===== src/rtl/processing_element.sv =====
// Output-stationary 8-bit MAC cell: accumulates a_in*b_in in mode 0, shifts acc down the c-chain in mode 1.
// Optional build macro PE_SATURATE_EN selects saturating accumulation instead of modulo-256 wrap.
module processing_element (
  input  logic       clk,
  input  logic       rst,
  input  logic       mode,
  input  logic [7:0] a_in,
  input  logic [7:0] b_in,
  input  logic [7:0] c_in,
  output logic [7:0] a_out,
  output logic [7:0] b_out,
  output logic [7:0] c_out
);

  logic [7:0] acc_q, acc_d;
  logic [7:0] a_q, a_d;
  logic [7:0] b_q, b_d;
  logic [7:0] c_q, c_d;
  logic [7:0] mac_lo;

`ifdef PE_SATURATE_EN
  logic [15:0] prod_full;
  logic [8:0]  sat_sum;

  always_comb begin
    prod_full = 16'(a_in) * 16'(b_in);
    sat_sum   = {1'b0, acc_q} + {1'b0, prod_full[7:0]};
    // Any product above one byte already overflows, regardless of acc.
    if ((prod_full[15:8] != 8'h00) || sat_sum[8]) begin
      mac_lo = '1;
    end else begin
      mac_lo = sat_sum[7:0];
    end
  end
`else
  logic [7:0] prod_lo;

  always_comb begin
    prod_lo = a_in * b_in;
    mac_lo  = acc_q + prod_lo;
  end
`endif

  always_comb begin
    a_d   = a_in;
    b_d   = b_in;
    acc_d = acc_q;
    c_d   = c_q;
    if (mode) begin
      c_d   = acc_q;
      acc_d = c_in;
    end else begin
      acc_d = mac_lo;
    end
  end

  always_ff @(posedge clk or posedge rst) begin
    if (rst) begin
      acc_q <= '0;
      a_q   <= '0;
      b_q   <= '0;
      c_q   <= '0;
    end else begin
      acc_q <= acc_d;
      a_q   <= a_d;
      b_q   <= b_d;
      c_q   <= c_d;
    end
  end

  assign a_out = a_q;
  assign b_out = b_q;
  assign c_out = c_q;

endmodule


===== config.mk =====
export PLATFORM = sky130hd
export DESIGN_NAME = processing_element
export DESIGN_NICKNAME = d
export VERILOG_FILES = /design/src/rtl/processing_element.sv
export SDC_FILE = /design/constraint.sdc
export NUM_CORES = 1
export LEC_CHECK = 0
export ABC_AREA = 0
export BUFFER_PORTS_ARGS = -buffer_cell sky130_fd_sc_hd__buf_2
export CAP_MARGIN = 10
export CORE_MARGIN = 8
export CORE_UTILIZATION = 35
export CTS_CLUSTER_SIZE = 8
export DETAILED_ROUTE_END_ITERATION = 7
export GPL_TIMING_DRIVEN = 0
export SYNTH_ARGS = -nofsm -noshare
export SYNTH_HDL_FRONTEND = slang
export SYNTH_SLANG_ARGS = --single-unit

===== constraint.sdc =====
create_clock -name clk -period 8.9 [get_ports clk]
set_input_delay 0.89 -clock clk [delete_from_list [all_inputs] [get_ports clk]]
set_output_delay 0.89 -clock clk [all_outputs]
set_load 0.02 [all_outputs]

# Yosys cells after proc, flatten, opt, wreduce, memory -nomap -nowiden
# Cells that the tools add are included.
totals:
  elab_cells: 7
  in_bits: 27
  reg_bits: 32
  out_inout_bits: 24
classes:
  add_sub_neg: 1
  multipliers: 1
  muxes: 1
ops:
  columns: ["op", "n"]
  rows:
  - ["$add 8x8->8", 1]
  - ["$mul 8x8->8", 1]
  - ["$mux 8", 1]

# Depth between registers and ports, before layout
depth:
  ltp_word: 3
  ltp_mapped: 17
  depth_no_buf: 17

# Worst setup path before layout
# Ideal clock, no wire load.
synth_path:
  path_kind: "input-to-reg"
  from: "in b_in[4]"
  to: "reg acc_q[7]"
  path_stages: 13
  slack_ps: 4934
  n_path_buf: 0
  arrival_ps: 3834
  required_time_ps: 8768
  setup_time_ps: 132
  path_cell_list: "nand2_1 -> fa_1 -> fa_1 -> inv_1 -> fa_1 -> inv_1 -> fa_1 -> inv_1 -> ha_1 -> a21oi_1 -> xnor2_1 -> xnor2_1 -> o21ai_1"
synth_via:
  elab_chain_cells: 3
synth_lines:
  columns: ["item", "line_no", "source"]
  rows:
  - ["start, declared", "8", "input logic [7:0] b_in,"]
  - ["$mul 8x8->8", "39", "prod_lo = a_in * b_in;"]
  - ["$add 8x8->8", "40", "mac_lo = acc_q + prod_lo;"]
  - ["$mux 8", "49", "if (mode) begin"]
  - ["via acc_d[7]", "15", "logic [7:0] acc_q, acc_d;"]
  - ["end signal, assigned", "59", "acc_q <= '0;"]
  - ["end signal, assigned", "64", "acc_q <= acc_d;"]
  - ["end, declared", "15", null]
# The timed path passes the listed nets, and every way through them passes these cells.
# A chain may end at the register's enable or synchronous reset.

# Worst setup path in the final report
layout_path:
  from: "in a_in[1]"
  to: "reg acc_q[7]"
layout_via:
  elab_chain_cells: 3
layout_lines:
  columns: ["item", "line_no", "source"]
  rows:
  - ["start, declared", "7", "input logic [7:0] a_in,"]
  - ["$mul 8x8->8", "39", null]
  - ["$add 8x8->8", "40", null]
  - ["$mux 8", "49", null]
  - ["via acc_d[7]", "15", null]
# The timed path passes the listed nets, and every way through them passes these cells.

==> out/metrics.cfg <==
[yosys]
syn_inst=186
synth.area.top_cells=dfrtp_1, fa_1, ha_1
syn_nets=248
synth_top_area_share_pct=39.2
synthDistinctLibCells=16
avgSynthCellArea_um2=11.0
ys_seq_area_share_pct=39.2
synth_warnings=0
synth_area_um2=2040
ys_seq_elements=32
synth_top_area_cell=dfrtp_1

[grt]
antenna_found_initial=0
grt_pass1_wl_um=7250
grt_max_degree=33
track_usage_pct=10.9
overflow=0
grt_pass1_vias=1515

[critical_path]
end_kind=flop
r2r_end=acc_q[7]
r2r_cells=13
critical_path_class=in2reg
r2r-start=acc_q[6]
cp_max_fo=8
worst_ep_arrival_time_ns=4.24
startpoint_type=primary input
rrSetupSlack_ns=5.28
crit_required_ns=9.05

[timing]
tightest_slew_ns=0.586
setup_tns_ns=0
setup_viol=0
worst_clock_skew_ns=0.00348
finalCritPeriodShare_pct=46.0
period_minus_slack_ns=4.09
final-max-slew-violation-count=0
maxSlewHeadroom_pct=60.7
fmax_ghz=0.244
rsz0062_at_grt=false
hold_viol=0

[placement]
dp_hpwl_um=3440
placed_cell_area_um2=2380
place_congestion=0.800
port_buffers=49

[layout]
layout-drive-gt1-share_pct=29.6
mostFrequentLayoutCell=buf_2
final_core_util_pct=43.4
seqCellArea_um2=801
num_antenna_cells=0
multi_input_area_um2=1090
final_net_count=305
final_cell_mix=buf_2, inv_1, dfrtp_1
fillers=572
syn2layout_area_growth_pct=22.7
fin_area_um2=2510

[power_and_ir_drop]
powerDensity_nw_per_um2=298
finalPower_mw=0.748
power_leakage_nw=1.30
vdd_ir_drop_max_mv=0.171

[clocking]
cts_buffers=5
root_buffer=clkbuf_8
cts_setup_buffers=0
insertion_delay_ns=0.28
cts_buffer_depth=2
clock_sinks=32
ctsHoldBuffers=0
worst_setup_hold_path_clk_slew_ns=0.07
h-tree-depth=2
cts-resized-gates=0
cts_tree=done

[floorplan]
fp.dieArea_um2=8540
rows=28
die-height_um=92.4
start_util_pct=35.3
ios=51
die_x_um=92.4
core_region_area_um2=5780

[drt]
ant_nets=0
avgRoutedWirePerCell_um=13.4
drt_first_pass_iters=4
routed_via_density=4.28
vias=1362
drt_iter0_markers=35
drc=0
routed_wl_um=4270

[worst_hold_path]
worstHoldEndpoint=c_out[5]
worstHoldPathCells=1
hp-class=reg2reg
hold_start=c_out[5]

[outcome]
status=finished clean

[run]
maxCapViolCount=0

## critical path: stages
cell	delay, ns
buf_2	0.19
nand2_1	0.10
fa_1	0.46
fa_1	0.56
inv_1	0.06
fa_1	0.48
inv_1	0.06
fa_1	0.53
inv_1	0.05
ha_1	0.31
a21oi_1	0.18
xnor2_1	0.16
xnor2_1	0.15
o21ai_1	0.08
## per-stage QoR
stage / cells / setup slack (ns) / hold slack (ns)
final: 318 / 4.81 / 0.501
after global routing: 318 / 4.64 / 0.523
after CTS: 317 / 4.81 / 0.510
after detailed placement: 310 / 4.53 / 0.493
after global placement: 310 / 4.54 / 0.487
after floorplan: 186 / 4.93 / 0.479
## synth_stat cells
cell,count
a21oi_1,2
clkbuf_1,2
xnor2_1,14
o21ai_0,3
and2_1,7
dfrtp_1,32
and2_2,2
ha_1,17
fa_1,18
mux2_2,12
o21ai_1,1
inv_1,39
nand2_2,1
a21o_1,2
xor2_1,4
nand2_1,30
## power breakdown
part | internal, mW | switching, mW | total [mW]
Sequential | 0.183 | 0.0175 | 0.200
Combinational | 0.195 | 0.234 | 0.428
Clock | 0.0688 | 0.0507 | 0.119
## registers in the layout, indices dropped and copies added, names as in the netlist
signal,cells
b_out,8
c_out,8
a_out,8
acc_q,8
## per-layer routing
metal / wire length, um / part of all wire, % / vias to the layer above / global-route usage [%]
met5: 0 / 0 / - / 0
met4: 40 / 0.94 / 0 / 3.22
met3: 322 / 7.5 / 4 / 4.21
met2: 2030 / 48 / 32 / 17.6
met1: 1870 / 44 / 657 / 13.1
li1: - / - / 669 / -
## area by class of cell
class                   instances  share of cell area, %
clock buffers                   7                   3.84
multi-input cells             113                   43.4
plain buffers                   2                  0.300
flip-flops and latches         32                   32.0
repair buffers                 50                   10.9
well taps                      75                   3.74
inverters                      39                   5.84
## worst max path at each step
stage,startpoint,end,slack [ns]
final,a_in[1],acc_q[7],4.81
after global placement,a_in[1],acc_q[7],4.54
after floorplan,b_in[4],acc_q[7],4.93
after global routing,a_in[1],acc_q[7],4.64
after CTS,a_in[1],acc_q[7],4.81
after detailed placement,a_in[1],acc_q[7],4.53
## cells by family (layout without fill, tap and decap cells)
logic type | count (synthesis) | in the layout | synth area share [%]
and+or+nand+nor | 40 | 40 | 8.70
AOI/OAI and AO/OA | 8 | 8 | 2.20
DFF | 32 | 32 | 39.2
buffers and inverters | 41 | 98 | 7.53
adders and majority gates | 35 | 35 | 28.0
xor gates and xnor gates | 18 | 18 | 7.72
muxes | 12 | 12 | 6.61
Note: power is estimated with default switching activity, not from simulation.
